`config.mk`:
```
export PLATFORM = sky130hd
export DESIGN_NAME = gauss_smooth_stream
export DESIGN_NICKNAME = d
export VERILOG_FILES = /design/src/rtl/gauss_pkg.sv /design/src/rtl/gauss_vsum.sv /design/src/rtl/gauss_smooth_stream.sv
export SDC_FILE = /design/constraint.sdc
export NUM_CORES = 1
export LEC_CHECK = 0
export BUFFER_PORTS_ARGS = -buffer_cell sky130_fd_sc_hd__buf_4
export CAP_MARGIN = 5
export CORE_MARGIN = 3
export CORE_UTILIZATION = 35
export CTS_CLUSTER_SIZE = 24
export DETAILED_ROUTE_END_ITERATION = 8
export MAX_ROUTING_LAYER = met4
export PLACE_DENSITY = 0.49
export SYNTH_ARGS = -nofsm -noshare
export SYNTH_HDL_FRONTEND = slang
export SYNTH_HIERARCHICAL = 1
export SYNTH_SLANG_ARGS = --single-unit
```
`constraint.sdc`:
```
create_clock -name i_clk -period 9.7 [get_ports i_clk]
set_input_delay 0.485 -clock i_clk [delete_from_list [all_inputs] [get_ports i_clk]]
set_output_delay 0.485 -clock i_clk [all_outputs]
set_load 0.01 [all_outputs]
```
`src/rtl/gauss_pkg.sv`:
```
// Shared types and constants for the streaming binomial smoother.
// Kernel weights and widths are derived from the kernel size (3 or 5).
package gauss_pkg;

  typedef enum logic {
    ST_RUN   = 1'b0,
    ST_FLUSH = 1'b1
  } state_t;

  // Binomial tap weight i of a ksize-tap kernel (1 2 1 or 1 4 6 4 1).
  function automatic int binom_w(input int ksize, input int i);
    if (ksize == 3) begin
      case (i)
        0, 2:    return 1;
        1:       return 2;
        default: return 0;
      endcase
    end else begin
      case (i)
        0, 4:    return 1;
        1, 3:    return 4;
        2:       return 6;
        default: return 0;
      endcase
    end
  endfunction

  function automatic int vsum_growth(input int ksize);
    return (ksize == 3) ? 2 : 4;
  endfunction

  function automatic int round_shift(input int ksize);
    return 2 * vsum_growth(ksize);
  endfunction

endpackage

```
`src/rtl/gauss_vsum.sv`:
```
// Stage 1 of the smoother: binomial-weighted vertical sum of one column,
// built from shifts and adds and registered when a column is accepted.
module gauss_vsum
  import gauss_pkg::*;
#(
  parameter int PIX_W = 8,
  parameter int KSIZE = 5,
  parameter int VW    = PIX_W + vsum_growth(KSIZE)
) (
  input  logic                   i_clk,
  input  logic                   i_rst,
  input  logic                   i_load,
  input  logic [KSIZE*PIX_W-1:0] i_col,
  output logic [VW-1:0]          o_v
);

  logic [VW-1:0] p [KSIZE];
  logic [VW-1:0] v_next;

  // Row 0 is the top row, which sits in the MSBs of the column word.
  always_comb begin
    for (int i = 0; i < KSIZE; i++)
      p[i] = VW'(i_col[(KSIZE-1-i)*PIX_W +: PIX_W]);
  end

  if (KSIZE == 3) begin : g_k3
    assign v_next = p[0] + (p[1] << 1) + p[2];
  end else if (KSIZE == 5) begin : g_k5
    assign v_next = p[0] + (p[1] << 2) + (p[2] << 2) + (p[2] << 1) + (p[3] << 2) + p[4];
  end else begin : g_bad
    $error("gauss_vsum: KSIZE must be 3 or 5");
    assign v_next = '0;
  end

  always_ff @(posedge i_clk or posedge i_rst) begin
    if (i_rst)
      o_v <= '0;
    else if (i_load)
      o_v <= v_next;
  end

endmodule

```
`src/rtl/gauss_smooth_stream.sv`:
```
// Streaming separable binomial smoother: FSM, column counter, window and
// horizontal stage. Define GAUSS_EDGE_REPLICATE_EN for edge-replicate padding.
module gauss_smooth_stream
  import gauss_pkg::*;
#(
  parameter int PIX_W = 8,
  parameter int WIDTH = 640,
  parameter int KSIZE = 5
) (
  input  logic                   i_clk,
  input  logic                   i_rst,
  input  logic [KSIZE*PIX_W-1:0] i_col,
  input  logic                   i_valid,
  output logic                   o_ready,
  input  logic                   i_en,
  output logic [PIX_W-1:0]       o_pixel,
  output logic                   o_valid,
  output logic                   o_sol,
  output logic                   o_eol
);

  localparam int R  = (KSIZE - 1) / 2;
  localparam int VW = PIX_W + vsum_growth(KSIZE);
  localparam int SH = round_shift(KSIZE);
  localparam int SW = PIX_W + SH;
  localparam int IW = $clog2(WIDTH + KSIZE) + 1;

  if (WIDTH < KSIZE) begin : g_bad_width
    $error("gauss_smooth_stream: WIDTH must be >= KSIZE");
  end

  typedef struct packed {
    logic [VW-1:0]    v;
    logic [PIX_W-1:0] pix;
    logic             en;
  } slot_t;

  state_t           state;
  logic [IW-1:0]    col_cnt;
  logic             accept;
  logic [VW-1:0]    vsum_v;
  logic             s1_valid, s1_pad, s1_en;
  logic [IW-1:0]    s1_idx;
  logic [PIX_W-1:0] s1_pix;
  slot_t            win [KSIZE];
  slot_t            new_slot, left_fill;
  logic [VW-1:0]    pad_v;
  logic             s2_valid, s2_sol, s2_eol;
  logic [SW-1:0]    hsum, rounded;
  logic [PIX_W-1:0] smooth_pix;
  logic [SH-1:0]    unused_round_lsbs;

  assign accept = i_valid & o_ready;

  // During FLUSH col_cnt keeps counting past WIDTH-1 and names the pad columns.
  always_ff @(posedge i_clk or posedge i_rst) begin
    if (i_rst) begin
      state   <= ST_RUN;
      o_ready <= 1'b1;
      col_cnt <= '0;
    end else begin
      case (state)
        ST_RUN: begin
          if (accept) begin
            col_cnt <= col_cnt + IW'(1);
            if (col_cnt == IW'(WIDTH - 1)) begin
              state   <= ST_FLUSH;
              o_ready <= 1'b0;
            end
          end
        end
        ST_FLUSH: begin
          if (col_cnt == IW'(WIDTH + R - 1)) begin
            state   <= ST_RUN;
            o_ready <= 1'b1;
            col_cnt <= '0;
          end else begin
            col_cnt <= col_cnt + IW'(1);
          end
        end
        default: begin
          state   <= ST_RUN;
          o_ready <= 1'b1;
          col_cnt <= '0;
        end
      endcase
    end
  end

  gauss_vsum #(
    .PIX_W (PIX_W),
    .KSIZE (KSIZE),
    .VW    (VW)
  ) u_vsum (
    .i_clk  (i_clk),
    .i_rst  (i_rst),
    .i_load (accept),
    .i_col  (i_col),
    .o_v    (vsum_v)
  );

  always_ff @(posedge i_clk or posedge i_rst) begin
    if (i_rst) begin
      s1_valid <= 1'b0;
      s1_pad   <= 1'b0;
      s1_idx   <= '0;
      s1_pix   <= '0;
      s1_en    <= 1'b0;
    end else begin
      s1_valid <= accept | (state == ST_FLUSH);
      s1_pad   <= (state == ST_FLUSH);
      s1_idx   <= col_cnt;
      if (accept) begin
        s1_pix <= i_col[(KSIZE-1-R)*PIX_W +: PIX_W];
        s1_en  <= i_en;
      end
    end
  end

  always_comb begin
    left_fill = '0;
`ifdef GAUSS_EDGE_REPLICATE_EN
    left_fill.v = vsum_v;
    pad_v       = win[KSIZE-1].v;
`else
    pad_v       = '0;
`endif
    new_slot.v   = s1_pad ? pad_v : vsum_v;
    new_slot.pix = s1_pix;
    new_slot.en  = s1_en;
  end

  // Column 0 refills the left slots so the previous line never leaks in.
  always_ff @(posedge i_clk or posedge i_rst) begin
    if (i_rst) begin
      for (int j = 0; j < KSIZE; j++)
        win[j] <= '0;
      s2_valid <= 1'b0;
      s2_sol   <= 1'b0;
      s2_eol   <= 1'b0;
    end else begin
      s2_valid <= s1_valid && (s1_idx >= IW'(R));
      s2_sol   <= s1_valid && (s1_idx == IW'(R));
      s2_eol   <= s1_valid && (s1_idx == IW'(WIDTH - 1 + R));
      if (s1_valid) begin
        if (!s1_pad && (s1_idx == '0)) begin
          for (int j = 0; j < KSIZE - 1; j++)
            win[j] <= left_fill;
        end else begin
          for (int j = 0; j < KSIZE - 1; j++)
            win[j] <= win[j+1];
        end
        win[KSIZE-1] <= new_slot;
      end
    end
  end

  always_comb begin
    hsum = '0;
    for (int j = 0; j < KSIZE; j++)
      hsum = hsum + SW'(binom_w(KSIZE, j)) * SW'(win[j].v);
  end

  assign rounded = hsum + (SW'(1) << (SH - 1));
  assign {smooth_pix, unused_round_lsbs} = rounded;

  always_ff @(posedge i_clk or posedge i_rst) begin
    if (i_rst) begin
      o_pixel <= '0;
      o_valid <= 1'b0;
      o_sol   <= 1'b0;
      o_eol   <= 1'b0;
    end else begin
      o_valid <= s2_valid;
      o_sol   <= s2_valid & s2_sol;
      o_eol   <= s2_valid & s2_eol;
      if (s2_valid)
        o_pixel <= win[R].en ? smooth_pix : win[R].pix;
    end
  end

endmodule

```
* Yosys cells after proc, flatten, opt, wreduce, memory -nomap -nowiden
Index checks and enable logic that the tools add are counted.
Operators by class: multiply operators 1, equality and inequality tests 7, mux-type cells 14, divide/modulo/power cells 0, $add $sub $neg 11, reduce and logical (&&, ||, !) cells 7, shift operators 0, magnitude comparators 1, bitwise operators 5
Operator list (number):
- $mux W84 | 1
- $eq A11 B10 Y1 const B | 3
- $add A12 B10 Y12 | 2
- $mux W11 | 2
- $pmux W11 S2 | 1
- $add A15 B15 Y16 | 1
- $add A16 B12 Y16 | 1
- $add A16 B14 Y16 | 1
- $add A16 B8 Y16 const B | 1
- $add A12 B14 Y15 | 1
- $mul A2 B12 Y14 const A | 1
- $add A12 B8 Y12 | 1
- $add A12 B9 Y12 | 1
- $mux W12 | 1
- $add A11 B1 Y11 const B | 1
- $add A8 B10 Y11 | 1
- $eq A11 B2 Y1 const B | 1
- $ge A11 B2 Y1 const B | 1
- $logic_not A11 Y1 | 1
- $mux W8 | 1
- $mux W1 | 6
- $logic_and A1 B1 Y1 | 4
- $ne A2 B2 Y1 const B | 2
- $pmux W1 S2 | 2
- other kinds (6) | 8
Storage, ports and cells: bits in read-only memories 0, latch bits 0, input port bits 44, memories kept 0, register bits after elaboration 157, output and inout bits 12, memory bits (writable) 0

* Depth between registers and ports, before layout
Gate-level depths: netlist of the first run.
depth in word-level cells 6, depth in mapped cells 23, depth with buffers taken out 23

* Hierarchy
The synthesis of the first run kept the hierarchy.
Modules (own cells, without submodules):
- gauss_smooth_stream | sequential area each 3404.5 µm², area an instance 7174.4 µm², times used 1, cells an instance 713
- gauss_vsum | sequential area each 300.3 µm², area an instance 1821.7 µm², times used 1, cells an instance 195

* Worst setup path after synthesis of the first run
No wires, ideal clock.
kind flip-flop to flip-flop, start register win[51] (netlist name), end register o_pixel[7], cell stages (with the launch flop) 23, data required time 9575 ps, buffers on the path 0, arrival time 4485 ps, setup slack 5089 ps, period minus slack after synthesis 4611 ps, cell sequence dfrtp_1 -> ha_1 -> inv_1 -> fa_1 -> nor2b_1 -> o21a_1 -> o21ai_0 -> a21oi_1 -> nor2_1 -> xnor2_1 -> ha_1 -> inv_1 -> fa_1 -> fa_1 -> inv_1 -> ha_1 -> nand2_1 -> or4_1 -> nor2_2 -> o41ai_4 -> o21bai_2 -> xnor2_1 -> o21ai_1
Between the ends: longest elaborated chain between the ends 6
RTL lines:
- start, declared | RTL line gauss_smooth_stream.sv:45 | slot_t win [KSIZE];
- start signal, assigned by index | RTL line gauss_smooth_stream.sv:148 | win[j] <= left_fill;
- start signal, assigned by index | RTL line gauss_smooth_stream.sv:151 | win[j] <= win[j+1];
- start signal, assigned by index | RTL line gauss_smooth_stream.sv:153 | win[KSIZE-1] <= new_slot;
- $mul A2 B12 Y14 | RTL line gauss_smooth_stream.sv:161 | hsum = hsum + SW'(binom_w(KSIZE, j)) * SW'(win[j].v);
- $add A15 B15 Y16 | RTL line gauss_smooth_stream.sv:161
- $add A16 B14 Y16 | RTL line gauss_smooth_stream.sv:161
- $add A16 B12 Y16 | RTL line gauss_smooth_stream.sv:161
- $add A16 B8 Y16 | RTL line gauss_smooth_stream.sv:164 | assign rounded = hsum + (SW'(1) << (SH - 1));
- $mux W8 | RTL line gauss_smooth_stream.sv:178 | o_pixel <= win[R].en ? smooth_pix : win[R].pix;
- end signal, assigned | RTL line gauss_smooth_stream.sv:178
- end, declared | RTL line gauss_smooth_stream.sv:16 | output logic [PIX_W-1:0] o_pixel,
Every way passes these cells. A chain may end at the register's enable or synchronous reset.

* Worst setup path in the final report of the first run
Ends and elaborated chain as after synthesis.

==> results of run 1 <==
-- state kept, by name, summed over array words and instances, names as in the netlist --
signal	count
u_vsum/o_v	12
o_valid	1
s1_en	1
s1_pad	1
state	1
s1_idx	11
o_ready	1
s1_pix	8
o_eol	1
win	87
o_sol	1
s2_eol	1
o_pixel	8
col_cnt	11
s2_sol	1
s1_valid	1
s2_valid	1
-- synthesized netlist by cell type, types with 5 or more instances --
cell      number  area share (%)
a211oi_1       6            0.50
a21o_1         8            0.67
a21oi_1       26             1.4
clkbuf_1      15            0.63
dfrtp_1      147              41
fa_1          60              13
ha_1          57             7.9
inv_1        194             8.1
mux2_2        24             3.0
nand2_1       96             4.0
nand3_1        8            0.45
nand4_1        5            0.35
nor2_1        26             1.1
nor2b_1        8            0.56
nor3_1        11            0.61
o21ai_0       88             4.9
o21ai_1       15            0.83
o21bai_1       5            0.42
or3_1          6            0.42
xnor2_1       18             1.8
xor2_1        15             1.5
-- report_power, final --
group          total [mW]  internal (mW)  switching, mW
logic               0.254          0.111          0.144
clock network       0.668          0.349          0.320
registers           0.617          0.617              0
total                1.54           1.08          0.463
-- area by class of cell --
| type | count | area, sq um | area share (%) |
|---|---|---|---|
| inverters | 194 | 733 | 7.10 |
| flip-flops and latches | 148 | 3710 | 35.9 |
| well taps | 330 | 413 | 4.00 |
| multi-input cells | 541 | 4430 | 42.9 |
| repair buffers | 59 | 443 | 4.29 |
| clock buffers | 17 | 425 | 4.12 |
| clock inverters | 15 | 178 | 1.72 |
-- cells by family after synthesis --
kind of cell	after synthesis	share of synthesized area (%)
buffers and inverters	219	9.62
muxes	29	3.62
and+or+nand+nor	190	9.83
AOI/OAI and AO/OA	172	11.3
xor gates and xnor gates	33	3.21
DFF	148	41.2
adders and majority gates	117	21.3
-- layer usage --
metal | track usage, % | wire [um] | part of all wire (%) | vias to the layer above
met5 | - | 0 | 0 | -
met4 | 3.55 | 145 | 0.80 | 0
met3 | 2.74 | 555 | 3.0 | 8
met2 | 20.8 | 7940 | 44 | 87
met1 | 20.9 | 9590 | 53 | 2893
li1 | - | - | - | 3017
-- worst max-delay path, stage by stage (launching register included) --
cell      delay (ns)
dfrtp_1         0.41
ha_1            0.20
inv_1           0.06
fa_1            0.39
nor2b_1         0.13
o21a_1          0.13
o21ai_0         0.11
a21oi_1         0.24
nor2_1          0.11
xnor2_1         0.14
ha_1            0.27
inv_1           0.05
fa_1            0.46
fa_1            0.54
inv_1           0.04
ha_1            0.32
nand2_1         0.09
or4_1           0.52
nor2_2          0.19
o41ai_4         0.13
o21bai_2        0.14
xnor2_1         0.13
o21ai_1         0.08
-- worst paths after layout --
| kind | start | to |
|---|---|---|
| worst min-delay path | i_rst | u_vsum/o_v[0] |
| worst min register to register | col_cnt[10] | s1_idx[10] |
| worst max register to register | win[51] | o_pixel[7] |
| min in group i_clk | i_en | s1_en |
| max in group asynchronous | i_rst | s1_valid |
| worst max-delay path | win[51] | o_pixel[7] |
-- cell usage in the layout, fill, tap and decap left out, types with 6 or more instances in the layout --
master	count
or3_1	6
mux2_2	24
dfrtp_1	146
nor3_1	11
xnor2_1	18
a211oi_1	6
a21oi_1	26
nor2b_1	8
nand2_1	96
ha_1	57
o21ai_0	88
fa_1	60
nor2_1	26
buf_4	59
clkbuf_16	17
nand3_1	8
a21o_1	8
xor2_1	15
o21ai_1	15
inv_1	193
==> results.md, run 1 <==
- Setup bufs post-CTS: 0
- Post-Layout Cell Count: 1304
- Inst Count DP: 1272
- Util after Layout: 40.9%
- Fin worst setup slack: 4.68 ns
- DPL Wire Length: 13.4 mm
- H-tree levels: 4
- Initial Util: 35.6%
- Dpl ws: 4.71 ns
- Worst slew margin: 40.3%
- # DRC: 0
- Crit. End Element: register
- Largest net degree at the start of global routing: 93
- Required time worst endpoint: 10.01 ns
- First-pass GRT wire length: 31.6 mm
- Cell area after layout: 10300 sq um
- Power Density: 149 nW/um^2
- Synthesis-to-finish area growth: 14.8%
- Max-slew violations: 0
- Tot GR Track Use: 14.4%
- FMAX: 199 MHz
- Worst Reg-to-Reg Cells: 22
- IO Count: 56
- Vias in the first global route: 6188
- Vias: 6005
- Worst-path clk slew: 0.08 ns
- Slew @ Worst Pin: 0.896 ns
- Total CTS buffers: 17
- Max FO, Critical Path: 4
- Placement Cell Area: 9720 sq um
- Syn Inst Count: 908
- Hold WC Path Type: in -> async
- Final period utilization: 51.8%
- Post-synthesis cell area: 9000 sq um
- Die ar.: 27700 sq um
- Die height: 166 um
- Placer Congestion: 0.809
- Hold buffers post-CTS: 0
- DRT iter0 DRCs: 330
- # Max-Cap Violations: 0
- Initial antenna violation count: 0
- Crit path kind: reg -> reg
- Setup TNS: 0 ns
- Core box area: 25300 sq um
- CTS root buf: clkbuf_16
- Post-synthesis sequential area ratio: 41.2%
- Diodes inserted: 0
- CTS sink cnt: 148
- Clock Latency Late Sink: 0.43 ns
- VDD IR-drop max: 0.0000976 V
- GR Overflow Total: 0
- NumNets Final: 1122
- Die X: 166 um
- Tot Pwr: 1.54 mW
- Skew final: 0.0193 ns
- FILL cells: 2505
- Syn nets: 1069
- Post-CTS sizing: 0
- Final hold violations: 0
- Share of layout cells above drive strength 1: 13.3%
- Clk buf depth: 2
- P_leak: 5.00 nW
- Crit path DAT: 5.33 ns
- Ys flop type: dfrtp_1
- Input/output buffers: 55
- Drt pass-1 iters: 4
- Avg Vias per Cell: 4.61
- Distinct cells, synth: 59
- Number of synthesized flops with an enable pin: 0
- Register-to-register setup slack: 4.68 ns
- Hold slack: 0.0919 ns
- Routed Antenna Nets: 0
- Synthesis warning total: 6
- Wire length per cell: 14.0 um
- FF+latch count, synth: 148
- Final setup fails: 0
- Status: completed
- Synthesized area per cell: 9.91 sq um
- Startpoint Class: register
- Synth async-reset ratio: 100%
- Routed WL: 18.2 mm
- RSZ-0062 raised after global routing: false
- Final Critical Period: 5.02 ns
- TritonCTS clock tree: done
- Cell Rows: 58
No activity file was read; power rests on OpenSTA's default activity.
==> inputs of run 2 (changes only) <==
--- a/config.mk
+++ b/config.mk
@@ -5,6 +5,7 @@
 export SDC_FILE = /design/constraint.sdc
 export NUM_CORES = 1
 export LEC_CHECK = 0
+export ABC_AREA = 1
 export BUFFER_PORTS_ARGS = -buffer_cell sky130_fd_sc_hd__buf_4
 export CAP_MARGIN = 5
 export CORE_MARGIN = 3
==> constraint.sdc (replaced) <==
create_clock -name i_clk -period 5.05 [get_ports i_clk]
set_input_delay 0.2525 -clock i_clk [delete_from_list [all_inputs] [get_ports i_clk]]
set_output_delay 0.2525 -clock i_clk [all_outputs]
set_load 0.01 [all_outputs]
==> run 2 against run 1 <==
Die area up 4.3%. Highest routed layer unchanged. Sequential cell count unchanged. Register-to-register slack got worse by 4.1 ns. Clock power is 92% higher. Synthesized cell count rose by 22%. Sequential power up 110%. Synthesized area grew 4.4%. Sequential share of layout area down 1.3 points. First-iteration DRC count grew 8.2%. Power up 110%. Global-route usage up 1.5 points. Combinational power rose to 2.6 times the previous value.
==> results.md, run 2 <==
- Slew @ Worst Pin: 0.900 ns
- Distinct cells, synth: 44
- Input/output buffers: 55
- FILL cells: 2633
- IO Count: 56
- Post-synthesis sequential area ratio: 39.4%
- Die ar.: 28800 sq um
- Hold endpoint: s1_en
- Synth area leader: dfrtp_1
- Synthesis warning total: 6
- Synthesized area per cell: 8.46 sq um
- Initial Util: 35.8%
- Synth top cells by count: nand2_1 (326), inv_1 (192), dfrtp_1 (147)
- Multi-input gate area: 4790 sq um
- FMAX: 224 MHz
- Startpoint Class: register
- DRT iter0 DRCs: 357
- Final setup fails: 0
- Clk buf depth: 2
- Placer Congestion: 0.873
- Max-slew violations: 0
- Skew final: 0.0124 ns
- Routed Antenna Nets: 0
- Total CTS buffers: 17
- Syn Inst Count: 1111
- DPL Wire Length: 15.6 mm
- Routed WL: 20.8 mm
- Yosys top cell area share: 39.2%
- Final hold violations: 0
- Required time worst endpoint: 5.37 ns
- Worst-path clk slew: 0.07 ns
- GR Overflow Total: 0
- Drt pass-1 iters: 4
- Post-synthesis simple-gate area fraction: 23.6%
- Final period utilization: 88.6%
- TritonCTS clock tree: done
- Cell Rows: 59
- Avg Vias per Cell: 4.60
- Worst slew margin: 40.0%
- Die height: 170 um
- Most common cell in the netlist: nand2_1
- Setup TNS: 0 ns
- RSZ-0062 raised after global routing: false
- Worst r2r dst: o_pixel[7]
- Initial antenna violation count: 0
- VDD IR-drop max: 0.000201 V
- Power Density: 303 nW/um^2
- Util after Layout: 40.9%
- Number of synthesized flops with an enable pin: 0
- Hold path start: i_en
- Post-synthesis cell area: 9390 sq um
- CTS sink cnt: 148
- Crit. End Element: register
- Synth async-reset ratio: 100%
- CTS root buf: clkbuf_16
- Commonest non-fill, non-tap cell in the layout: nand2_1
- Largest net degree at the start of global routing: 88
- Biggest register: win
- Core box area: 26200 sq um
- Hold WC Path Type: in -> reg
- Vias in the first global route: 7137
- Hold Path Depth: 3
- Crit path kind: reg -> reg
- Synth Area in XOR/XNOR: 1.68%
- Status: completed
- First-pass GRT wire length: 35.9 mm
- Synth Area in Compound Gates: 5.27%
- Most frequent cells in the layout: nand2_1 (326), inv_1 (191), dfrtp_1 (146)
- Cell area after layout: 10700 sq um
- H-tree levels: 4
- Vias: 6923
- Synth Area in Adders: 20.4%
- Ys flop type: dfrtp_1
- P_leak: 5.88 nW
- Final Critical Period: 4.47 ns
- Synth area leaders: dfrtp_1 (39%), nand2_1 (13%), fa_1 (13%)
- NumNets Final: 1319
- Register-to-register setup slack: 0.58 ns
- Largest regs: win x87, u_vsum/o_v x12
- FF/Latch Area: 3710 sq um
- Clock Latency Late Sink: 0.43 ns
- # Max-Cap Violations: 0
- Max FO, Critical Path: 4
- Synthesis-to-finish area growth: 14.2%
- Crit path DAT: 4.80 ns
- Worst r2r src: win[51]
- Die X: 170 um
- Share of layout cells above drive strength 1: 10.2%
- Placement Cell Area: 10100 sq um
- Worst Reg-to-Reg Cells: 23
- Syn nets: 1272
- Wire length per cell: 13.8 um
- Diodes inserted: 0
- Largest family of logic cells by synthesized area: simple AND/OR/NAND/NOR gates
- FF+latch count, synth: 148
- Tot GR Track Use: 15.8%
- # DRC: 0
- Largest register FFs: 87
- Multiplexer area fraction after synthesis: 0%
run 2: what timing repair did:
action,in CTS,in global routing
hold endpoints to repair,12,0
hold buffers,1,0
buffers inserted,0,0
setup endpoints to repair,0,0
gates resized for setup,0,0
run 2: cells by family after synthesis:
logic type / after synthesis
AOI/OAI and AO/OA: 89
xor gates and xnor gates: 18
adders and majority gates: 117
buffers and inverters: 229
DFF: 148
and+or+nand+nor: 510
run 2: worst max-delay path by stage:
stage	start	end	slack (ns)	depth (start not counted)
after global routing	win[51]	o_pixel[7]	0.15	22
after CTS	win[51]	o_pixel[7]	0.55	22
after detailed placement	win[51]	o_pixel[6]	0.58	22
after global placement	win[51]	o_pixel[7]	0.65	22
after floorplan	win[51]	o_pixel[7]	0.96	23
final	win[51]	o_pixel[7]	0.58	23
run 2: area by class of cell:
cell class | instances | area share [%]
Clock buffer | 17 | 3.97
Clock inverter | 15 | 1.70
Inverter | 196 | 6.90
Multi-Input combinational cell | 734 | 44.7
Sequential cell | 148 | 34.6
Tap cell | 335 | 3.91
Timing Repair Buffer | 61 | 4.29
run 2: routing by layer:
metal | up-vias | track usage [%] | routed length (um)
met2 | 107 | 24.1 | 9340
met5 | - | - | 0
met1 | 3262 | 22.5 | 10700
li1 | 3546 | - | -
met3 | 8 | 2.88 | 671
met4 | 0 | 2.63 | 87
run 2: through the flow:
step / hold WS (ns) / setup slack (ns) / cells / power [mW]
final: 0.0154 / 0.576 / 1506 / 3.25
after global routing: 0.0376 / 0.150 / 1506 / 3.48
after CTS: 0.000508 / 0.545 / 1506 / 3.31
after detailed placement: 0.331 / 0.583 / 1473 / 2.00
after global placement: 0.322 / 0.650 / 1473 / 2.00
after floorplan: 0.117 / 0.963 / 1111 / 1.82
run 2: critical path, cell delays in order (launching register included):
cell and delay, ns:
dfrtp_1 0.41, ha_1 0.17, inv_1 0.08, fa_1 0.40, nand3b_1 0.17, nand2_1 0.13
nand4_1 0.10, nand2_1 0.13, a21boi_0 0.14, xor2_1 0.19, fa_1 0.44, ha_1 0.29
inv_1 0.05, fa_1 0.54, inv_1 0.04, ha_1 0.34, a21oi_1 0.19, o21ai_0 0.09
a21oi_1 0.17, nand2_1 0.07, nand2_1 0.05, nand3_1 0.06, nand2_1 0.07, nand2_1 0.04
run 2: power by group:
part	leakage (nW)	switching (mW)	total, mW	internal, mW
Combinational	3.66	0.391	0.665	0.274
Clock	0.291	0.605	1.28	0.670
Sequential	1.92	0.0448	1.31	1.26
Total	5.88	1.04	3.25	2.20
